===== config.mk =====
export PLATFORM = sky130hd
export DESIGN_NAME = scan_sequencer
export DESIGN_NICKNAME = d
export VERILOG_FILES = /design/src/rtl/scan_sequencer_pkg.sv /design/src/rtl/scan_sequencer_tick_gen.sv /design/src/rtl/scan_sequencer.sv
export SDC_FILE = /design/constraint.sdc
export NUM_CORES = 1
export LEC_CHECK = 0
export CORE_MARGIN = 8
export CORE_UTILIZATION = 55
export DETAILED_ROUTE_END_ITERATION = 10
export HOLD_SLACK_MARGIN = 0.05
export PLACE_DENSITY = 0.82
export SYNTH_ARGS = -nofsm -noshare
export SYNTH_HDL_FRONTEND = slang
export SYNTH_SLANG_ARGS = --single-unit

===== constraint.sdc =====
create_clock -name clk -period 3.2 [get_ports clk]
set_clock_uncertainty 0.1 [all_clocks]
set_input_delay 0.48 -clock clk [delete_from_list [all_inputs] [get_ports clk]]
set_output_delay 0.48 -clock clk [all_outputs]
set_load 0.1 [all_outputs]

===== src/rtl/scan_sequencer_pkg.sv =====
// Shared types and helpers for the speckle pixel-scan sequencer.
package ssc_pkg;

  typedef enum logic [3:0] {
    ST_IDLE,
    ST_SR_RST,
    ST_ROW_INJ,
    ST_ROW_SKIP,
    ST_COL_INJ,
    ST_COL_SKIP,
    ST_SETTLE,
    ST_CONV,
    ST_WAIT,
    ST_STORE,
    ST_COL_NEXT,
    ST_ROW_NEXT,
    ST_DONE
  } ssc_state_e;

  localparam logic [1:0] MODE_FULL = 2'd0;
  localparam logic [1:0] MODE_ROW  = 2'd1;
  localparam logic [1:0] MODE_ROI  = 2'd2;
  localparam logic [1:0] MODE_CONT = 2'd3;

  // Index width that never collapses to zero bits for degenerate sizes.
  function automatic int clog2_min1(input int n);
    return (n > 1) ? $clog2(n) : 1;
  endfunction

  // Width of the frame RAM address (row*COLS+col).
  function automatic int addr_w(input int rows, input int cols);
    return clog2_min1(rows * cols);
  endfunction

endpackage


===== src/rtl/scan_sequencer_tick_gen.sv =====
// Programmable divider: one-cycle tick every div+1 cycles.
module tick_gen #(
  parameter int NB_DIV = 24
) (
  input  logic              clk,
  input  logic              rst,
  input  logic              load,
  input  logic              clr,
  input  logic [NB_DIV-1:0] div,
  output logic              tick
);

  logic [NB_DIV-1:0] div_q;
  logic [NB_DIV-1:0] cnt;

  assign tick = (cnt == div_q);

  // Divider counter; load latches the period, clr realigns the phase.
  always_ff @(posedge clk) begin
    if (rst) begin
      cnt   <= '0;
      div_q <= '0;
    end else if (load) begin
      cnt   <= '0;
      div_q <= div;
    end else if (clr || tick) begin
      cnt <= '0;
    end else begin
      cnt <= cnt + 1'b1;
    end
  end

endmodule


===== src/rtl/scan_sequencer.sv =====
// Pixel-scan engine: drives row/column token shift registers, averages
// ADC conversions per pixel, thresholds into a key bit and writes frame RAM.
module scan_sequencer
  import ssc_pkg::*;
#(
  parameter int COLS        = 24,
  parameter int ROWS        = 24,
  parameter int NB_DATA     = 12,
  parameter int N_AVG       = 1,
  parameter int NB_DIV      = 24,
  parameter int ADC_TIMEOUT = 1024,
  localparam int CW = clog2_min1(COLS),
  localparam int RW = clog2_min1(ROWS),
  localparam int AW = addr_w(ROWS, COLS)
) (
  input  logic               clk,
  input  logic               i_rst,
  input  logic               i_start,
  input  logic               i_stop,
  input  logic [1:0]         i_mode,
  input  logic [RW-1:0]      i_row_sel,
  input  logic [CW-1:0]      i_col_lo,
  input  logic [CW-1:0]      i_col_hi,
  input  logic [RW-1:0]      i_row_lo,
  input  logic [RW-1:0]      i_row_hi,
  input  logic [NB_DIV-1:0]  i_clk_div,
  input  logic [NB_DATA-1:0] i_umbral,
  input  logic [NB_DATA-1:0] i_adc_val,
  input  logic               i_adc_done,
  output logic               o_adc_trigger,
  output logic               o_row_clk,
  output logic               o_row_rst,
  output logic               o_row_data,
  output logic               o_row_ena,
  output logic               o_col_clk,
  output logic               o_col_rst,
  output logic               o_col_data,
  output logic               o_key_wren,
  output logic               o_ram_wren,
  output logic [AW-1:0]      o_ram_addr,
  output logic [NB_DATA-1:0] o_ram_data,
  output logic               o_key,
  output logic               o_busy,
  output logic               o_frame_done,
  output logic               o_err
);

  localparam int ACC_W  = NB_DATA + 4;
  localparam int AVG_SH = $clog2(N_AVG);
  localparam int WW     = clog2_min1(ADC_TIMEOUT + 1);

  ssc_state_e state, state_n;
  logic              ph;
  logic [1:0]        mode_q;
  logic [RW-1:0]     row_first, row_last, cur_row;
  logic [CW-1:0]     col_first, col_last, cur_col;
  logic [4:0]        scnt;
  logic [WW-1:0]     wcnt;
  logic [ACC_W-1:0]  acc;
  logic              err_q, stop_pend, trig_q;
  logic              tick, shift_done, shifting, col_last_hit, tmo, start_ok, inv;
  logic [AW-1:0]     pix_addr;
  logic [NB_DATA-1:0] avg;

  // Averaged pixel: accumulator scaled down by the power-of-two sample count.
  function automatic logic [NB_DATA-1:0] avg_of(input logic [ACC_W-1:0] sum);
    return NB_DATA'(sum >> AVG_SH);
  endfunction

  tick_gen #(.NB_DIV(NB_DIV)) u_tick (
    .clk  (clk),
    .rst  (i_rst),
    .load (start_ok),
    .clr  ((state == ST_STORE) || (state == ST_DONE)),
    .div  (i_clk_div),
    .tick (tick)
  );

  assign start_ok     = (state == ST_IDLE) && i_start;
  assign inv          = ((i_mode == MODE_ROW) && (int'(i_row_sel) >= ROWS)) ||
                        ((i_mode == MODE_ROI) && ((i_col_lo > i_col_hi) || (i_row_lo > i_row_hi) ||
                         (int'(i_col_hi) >= COLS) || (int'(i_row_hi) >= ROWS)));
  assign col_last_hit = (cur_col == col_last);
  assign shift_done   = tick && ph;
  assign tmo          = (wcnt == WW'(ADC_TIMEOUT - 1));
  assign pix_addr     = AW'(cur_row) * AW'(COLS) + AW'(cur_col);
  assign avg          = avg_of(acc);
  assign shifting     = (state == ST_SR_RST) || (state == ST_ROW_INJ) || (state == ST_ROW_SKIP) ||
                        (state == ST_COL_INJ) || (state == ST_COL_SKIP) || (state == ST_ROW_NEXT) ||
                        ((state == ST_COL_NEXT) && !col_last_hit);

  // Next-state decode and chip-pin / RAM outputs from the current state.
  always_comb begin
    state_n      = state;
    o_row_clk    = 1'b0;
    o_row_rst    = 1'b0;
    o_row_data   = 1'b0;
    o_row_ena    = 1'b0;
    o_col_clk    = 1'b0;
    o_col_rst    = 1'b0;
    o_col_data   = 1'b0;
    o_ram_wren   = 1'b0;
    o_ram_addr   = '0;
    o_ram_data   = '0;
    o_key        = 1'b0;
    o_frame_done = 1'b0;
    case (state)
      ST_IDLE:     if (i_start) state_n = inv ? ST_DONE : ST_SR_RST;
      ST_SR_RST: begin
        o_row_rst = 1'b1;
        o_col_rst = 1'b1;
        if (shift_done) state_n = ST_ROW_INJ;
      end
      ST_ROW_INJ: begin
        o_row_data = 1'b1;
        o_row_clk  = !ph;
        if (shift_done) state_n = (row_first == '0) ? ST_COL_INJ : ST_ROW_SKIP;
      end
      ST_ROW_SKIP: begin
        o_row_clk = !ph;
        if (shift_done && (cur_row + RW'(1) == row_first)) state_n = ST_COL_INJ;
      end
      ST_COL_INJ: begin
        o_col_data = 1'b1;
        o_col_clk  = !ph;
        if (shift_done) state_n = (col_first == '0) ? ST_SETTLE : ST_COL_SKIP;
      end
      ST_COL_SKIP: begin
        o_col_clk = !ph;
        if (shift_done && (cur_col + CW'(1) == col_first)) state_n = ST_SETTLE;
      end
      ST_SETTLE: begin
        o_row_ena = 1'b1;
        if (tick) state_n = ST_CONV;
      end
      ST_CONV: begin
        o_row_ena = 1'b1;
        state_n   = ST_WAIT;
      end
      ST_WAIT: begin
        o_row_ena = 1'b1;
        if (i_adc_done || tmo) state_n = (int'(scnt) + 1 < N_AVG) ? ST_CONV : ST_STORE;
      end
      ST_STORE: begin
        o_row_ena  = 1'b1;
        o_ram_wren = 1'b1;
        o_ram_addr = pix_addr;
        o_ram_data = avg;
        o_key      = (avg >= i_umbral);
        state_n    = ST_COL_NEXT;
      end
      ST_COL_NEXT: begin
        if (col_last_hit) begin
          if (tick) state_n = ST_ROW_NEXT;
        end else begin
          o_col_clk = !ph;
          if (shift_done) state_n = ST_SETTLE;
        end
      end
      ST_ROW_NEXT: begin
        o_col_rst = !ph;
        o_row_clk = !ph;
        if (shift_done) state_n = (cur_row == row_last) ? ST_DONE : ST_COL_INJ;
      end
      ST_DONE: begin
        o_frame_done = 1'b1;
        state_n      = ((mode_q == MODE_CONT) && !stop_pend) ? ST_SR_RST : ST_IDLE;
      end
      default:     state_n = ST_IDLE;
    endcase
  end

  assign o_key_wren    = o_key;
  assign o_busy        = (state != ST_IDLE);
  assign o_err         = err_q;
  assign o_adc_trigger = trig_q;

  // Control state: FSM register, shift phase, scan position, sample/timeout counters.
  always_ff @(posedge clk) begin
    if (i_rst) begin
      state     <= ST_IDLE;
      ph        <= 1'b0;
      mode_q    <= MODE_FULL;
      row_first <= '0;
      row_last  <= '0;
      col_first <= '0;
      col_last  <= '0;
      cur_row   <= '0;
      cur_col   <= '0;
      scnt      <= '0;
      wcnt      <= '0;
      err_q     <= 1'b0;
      stop_pend <= 1'b0;
      trig_q    <= 1'b0;
    end else begin
      state  <= state_n;
      trig_q <= (state == ST_CONV);
      if (state_n != state) ph <= 1'b0;
      else if (tick && shifting) ph <= !ph;
      if (start_ok) begin
        err_q     <= inv;
        stop_pend <= 1'b0;
        mode_q    <= i_mode;
        case (i_mode)
          MODE_ROW: begin
            row_first <= i_row_sel;     row_last <= i_row_sel;
            col_first <= '0;            col_last <= CW'(COLS - 1);
          end
          MODE_ROI: begin
            row_first <= i_row_lo;      row_last <= i_row_hi;
            col_first <= i_col_lo;      col_last <= i_col_hi;
          end
          default: begin
            row_first <= '0;            row_last <= RW'(ROWS - 1);
            col_first <= '0;            col_last <= CW'(COLS - 1);
          end
        endcase
      end
      if (o_busy && i_stop && (mode_q == MODE_CONT)) stop_pend <= 1'b1;
      if (shift_done) begin
        case (state)
          ST_ROW_INJ:  cur_row <= '0;
          ST_ROW_SKIP: cur_row <= cur_row + RW'(1);
          ST_ROW_NEXT: if (cur_row != row_last) cur_row <= cur_row + RW'(1);
          ST_COL_INJ:  cur_col <= '0;
          ST_COL_SKIP: cur_col <= cur_col + CW'(1);
          ST_COL_NEXT: cur_col <= cur_col + CW'(1);
          default:     ;
        endcase
      end
      if (state == ST_SETTLE) scnt <= '0;
      if (state == ST_CONV) wcnt <= '0;
      if (state == ST_WAIT) begin
        wcnt <= wcnt + WW'(1);
        if (i_adc_done || tmo) scnt <= scnt + 5'd1;
        if (tmo && !i_adc_done) err_q <= 1'b1;
      end
    end
  end

  // Sample accumulator: cleared per pixel, a timed-out sample adds nothing.
  always_ff @(posedge clk) begin
    if (state == ST_SETTLE) acc <= '0;
    else if ((state == ST_WAIT) && i_adc_done) acc <= acc + ACC_W'(i_adc_val);
  end

endmodule


* After elaboration in Yosys (flattened, before gate mapping)
Cells that the tools add are included.
** Word-level totals
- Register bits after elaboration :: 120
- Output and inout bits :: 36
- Logic and storage cells :: 152
** Cells by class
- $add $sub $neg :: 8
- Multiply operators :: 1
- Order comparisons :: 7
- Equal/unequal tests :: 24
- Muxes and demuxes :: 49
- Reduce and logical (&&, ||, !) cells :: 46
** Operators by type and width (count)
- 2-to-1 mux 4 bit :: 15
- one-hot mux 4 bit (13 select lines) :: 1
- 2-to-1 mux 5 bit :: 6
- one-hot mux 5 bit (2 select lines) :: 3
- adder 24 x 1 -> 24 bit (second input constant) :: 1
- equality test 24 bit :: 1
- 2-to-1 mux 11 bit :: 2
- equality test 4 bit (second input constant) :: 5
- equality test 5 bit :: 4
- adder 16 x 12 -> 16 bit :: 1
- equality test 4 x 3 -> 1 bit (second input constant) :: 4
- adder 5 x 1 -> 5 bit (second input constant) :: 3
- >= comparator 5 bit (second input constant) :: 3
- 2-to-1 mux 1 bit :: 15
- one-hot mux 5 bit (3 select lines) :: 1
- logical AND 1 bit :: 13
- logical OR 1 bit :: 13
- >= comparator 12 bit :: 1
- 2-to-1 mux 12 bit :: 1
- adder 11 x 1 -> 11 bit (second input constant) :: 1
- equality test 11 x 10 -> 1 bit (second input constant) :: 1
- adder 10 x 5 -> 10 bit :: 1
- > comparator 5 bit :: 2
- zero test 5 bit :: 2
- other kinds (24) :: 35

* Longest topological paths before layout
- Depth after elaboration :: 11
- Mapped depth :: 11
- Depth with buffers taken out :: 11

* By module
From an unflattened synthesis, not the netlist that was laid out.
** Second synthesis, totals
- Cells, all modules :: 906
- Area total of the unflattened synthesis :: 7275.7 um^2
** Modules (own cells, without submodules)
- scan_sequencer :: times used 1, cells each 673, area each 5098.6 um^2
- tick_gen :: times used 1, cells each 233, area each 2177.1 um^2

* Least setup slack after synthesis
OpenSTA, ideal clock, no wires.
- Path kind :: flip-flop to output port
- From :: register state[0]
- To :: output port o_key_wren
- Arrival :: 4.210 ns
- Data required time :: 2.620 ns
- Slack :: -1.590 ns
- Stages on the path, launching flop included :: 11
- Path buffers :: 3
- Path through :: dfxtp_1 > clkbuf_1 > inv_1 > nor2_1 > nand2_1 > clkbuf_1 > inv_1 > and3_1 > o221ai_1 > o22ai_1 > buf_4
** Between the ends
- Cells in the longest elaborated chain, start to end :: 2
** Ends and longest elaborated chain
- from (decl) :: RTL line scan_sequencer.sv:52 : ssc_state_e state, state_n;
- from (signal assigned) :: RTL line scan_sequencer.sv:196 : state <= state_n;
- equality test 4 bit :: RTL line scan_sequencer.sv:107 : case (state)
- 2-to-1 mux 1 bit :: RTL line scan_sequencer.sv:107
- to (decl) :: RTL line scan_sequencer.sv:38 : output logic o_key_wren,
Every way passes these cells.

* Worst setup path in the final report
- From :: register cur_row[0]
- To :: output port o_ram_addr[9]
** Between the ends
- Cells in the longest elaborated chain, start to end :: 3
** Ends and longest elaborated chain
- from (decl) :: RTL line scan_sequencer.sv:55 : logic [RW-1:0] row_first, row_last, cur_row;
- from (signal assigned) :: RTL line scan_sequencer.sv:223 : ST_ROW_SKIP: cur_row <= cur_row + RW'(1);
- from (signal assigned) :: RTL line scan_sequencer.sv:224 : ST_ROW_NEXT: if (cur_row != row_last) cur_row <= cur_row + RW'(1);
- multiplier 5 x 2 -> 7 bit :: RTL line scan_sequencer.sv:86 : assign pix_addr = AW'(cur_row) * AW'(COLS) + AW'(cur_col);
- adder 10 x 5 -> 10 bit :: RTL line scan_sequencer.sv:86
- 2-to-1 mux 10 bit :: RTL line scan_sequencer.sv:107
- to (decl) :: RTL line scan_sequencer.sv:40 : output logic [AW-1:0] o_ram_addr,
Every way passes these cells.

==> flow_summary.ini <==
[global_routing]
antenna_found_initial = 0
globalRouteOverflowTotal = 0
track_usage = 0.256
first_global_vias = 7213
grt_first_pass_wirelength_um = 34600
largest_net_degree_at_the_start_of_global_routing = 81

[floorplanning]
die_w_um = 131
placeableCoreArea_um2 = 13000
placementRows = 42
io-pin-count = 116
die_area_um2 = 17000
floorplan.initialDensity = 0.553
die_span_y_um = 131

[clocking]
number_of_clock_sinks = 116
clkLatencyLatePin_ps = 420
postCtsHoldBufs = 0
tritoncts = done
cts_root_buffer = clkbuf_16
cts.path.max_buffers = 2
clock_tree.htree_level_count = 4
clk_pin_slew_worst_paths_ps = 60
cts_made_buffers = 17

[final_layout]
insertedDiodeCount = 0
final_layout_size_suffix_gt1_frac = 0.132
mostFrequentLayoutCell = dfxtp_1
mostFrequentLayoutCells = dfxtp_1, nand2_1, nor2_1, a21oi_1, clkdlybuf4s50_1
sequential_cell_area_um2 = 2330
final_net_count = 1172
fillCellCount = 983
multi_input_comb_area_um2 = 4660
design_area_final_um2 = 9600
area_growth_pct = 33.1
final_cells = 1232

[critical_path]
critPathMaxFanout = 7
critical_path_end_type = output pin
r2r_setup_slack_ps = 240
cp.required_ps = 2620
library_cell_contributing_the_largest_single_delay_on_the_critical_path = fa_1
max_stage_delay_ps = 420
cpLargestDelayFamily = adder cells
worst_setup_path_start_kind = flop
critPathBufInv = 3
timing.critical_path.cells = buf_4, ha_1, inv_1, fa_1, nand4b_1, mux2i_1, o211ai_1, a21oi_4, buf_12
cp_data_arrival_time_ps = 2630
critical_path_class = reg2out

[yosys]
yosysWarningCount = 0
yosys.area_share.adder = 0.0881
yosys.cell_types.count = 62
synth_top_family_by_area = simple AND/OR/NAND/NOR gates
synth_simple_gate_area_frac = 0.266
synth_compound_gate_area_share = 0.167
synth_enable_flop_cells = 0
mappedNetlistArea_um2 = 7210
yosys_register_bits = 116
synth_sequential_area_ratio = 0.322
muxShareOfSynthArea = 0.00555
dominantRegCellSynth = dfxtp_1
postSynthNetCount = 1058
syn-instance-count = 929
post_synth_xor_area_fraction = 0.101
postSynth.asyncResetShare = 0
synth_area_per_cell_um2 = 7.76

[power_and_ir_drop]
p_leak_uw = 0.00408
power_density_nw_per_um2 = 549
max_vdd_drop_uv = 312

[detailed_routing]
drt_iter0_drc = 585
detail-route-antenna-nets = 0
route.final.wire_length_um = 21000
via_count = 7089
drc = 0
vias_per_cell = 5.75
routedWlPerCell_um = 17.0
firstDrtPassIters = 7

[flow_run]
max_cap_violations = 0

[sta]
final_hold_viol_count = 0
fmax_mhz = 311
actual_slew_at_the_worst_max_slew_pin_ps = 887
period_minus_ws_final_ps = 3210
maxSlewViolCount = 0
final_min_period_over_clock_period = 1.00
setup_repair_after_global_routing_missed_its_margin = true
report.final.setup_viol = 1
slew-limit-headroom = 0.409
final.setup.worst_slack_ps = -13.9

[placed_design]
port-buffer-count = 115
hpwl_um = 14800
dp_cells = 1193
placer_s_final_routability_congestion_estimate = 0.911
placed_cell_area_um2 = 8840

[min_path]
worstHoldPathType = reg2reg

[outcome]
violations_in_the_final_reports = setup timing
status = finished, violations left
kinds of logic after synthesis:
family,count (synthesis)
simple gates,391
mux,4
buf+inv,89
flops,116
compound gates,198
fa+ha+maj,49
xor+xnor,82
final timing paths:
path | from | endpoint | depth (start not counted)
worst min-delay path | stop_pend | stop_pend | 2
worst max register to register | cur_row[1] | ph | 12
worst max-delay path | cur_row[0] | o_ram_addr[9] | 9
worst min register to register | stop_pend | stop_pend | 2
layer usage:
| metal | GRT usage | wire [um] | up-vias |
|---|---|---|---|
| met5 | 0 | 0 | - |
| met4 | 0.109 | 608 | 0 |
| met3 | 0.0698 | 1490 | 58 |
| met2 | 0.427 | 9830 | 280 |
| met1 | 0.303 | 9040 | 3278 |
| li1 | - | - | 3473 |
worst min-delay path, delay by kind of cell (launching register included):
kind / cells / cell delay [ps]
AOI/OAI and AO/OA: 1 / 50
and+or+nand+nor: 1 / 50
DFF: 1 / 300
cell type report:
cell class | count | share of cell area
clock buffer | 20 | 0.0486
multi-input combinational | 724 | 0.486
inverter | 43 | 0.0172
clock inverter | 12 | 0.0173
timing repair buffer | 141 | 0.165
tap | 176 | 0.0229
sequential | 116 | 0.243
Yosys cell counts (5+ instances only):
cell type	instances	area share
or3_1	10	0.0087
and3_1	34	0.029
nand2_1	111	0.058
nor2_1	106	0.055
or4_1	5	0.0052
nand3b_1	6	0.0062
a22oi_1	7	0.0073
nor4_2	5	0.0087
nor2b_1	10	0.0087
inv_1	43	0.022
nand2b_1	6	0.0052
dfxtp_1	116	0.32
nor3_1	26	0.018
xor2_1	55	0.067
a211oi_1	11	0.011
xnor2_1	26	0.032
o211ai_1	5	0.0052
clkbuf_1	41	0.021
nand4_1	10	0.0087
o21ai_0	33	0.023
nand3_1	35	0.024
a31oi_1	6	0.0052
a21o_1	9	0.0094
ha_1	46	0.080
a21oi_1	94	0.065
timing repair:
item	4_1_cts	5_1_grt
setup buffers	5	3
pin swaps	15	6
resized for setup	15	6
gates cloned	0	0
endpoints found under the setup margin	4	4
per-stage QoR:
| step | TNS [ps] | total power [uW] | setup WS (ps) | utilization | hold slack, ps |
|---|---|---|---|---|---|
| after floorplan | -630 | 2780 | -433 | - | 328 |
| after global placement | -319 | 3150 | -159 | 0.678 | 339 |
| after detailed placement | -565 | 3210 | -283 | 0.678 | 343 |
| after CTS | -23.0 | 5260 | -23.0 | 0.733 | 350 |
| after global routing | -330 | 5540 | -162 | 0.736 | 378 |
| final | -13.9 | 5270 | -13.9 | 0.736 | 349 |
power by group:
group          switching, uW  total, uW  internal [uW]
registers                150       1740           1590
clock network            718       2020           1300
logic                    871       1510            638
registers in the layout, summed over array words and instances (netlist names), 11 cells and up:
signal,cells
u_tick.div_q,24
wcnt,11
u_tick.cnt,24
acc,12
Power figures use the tool's default switching activity.
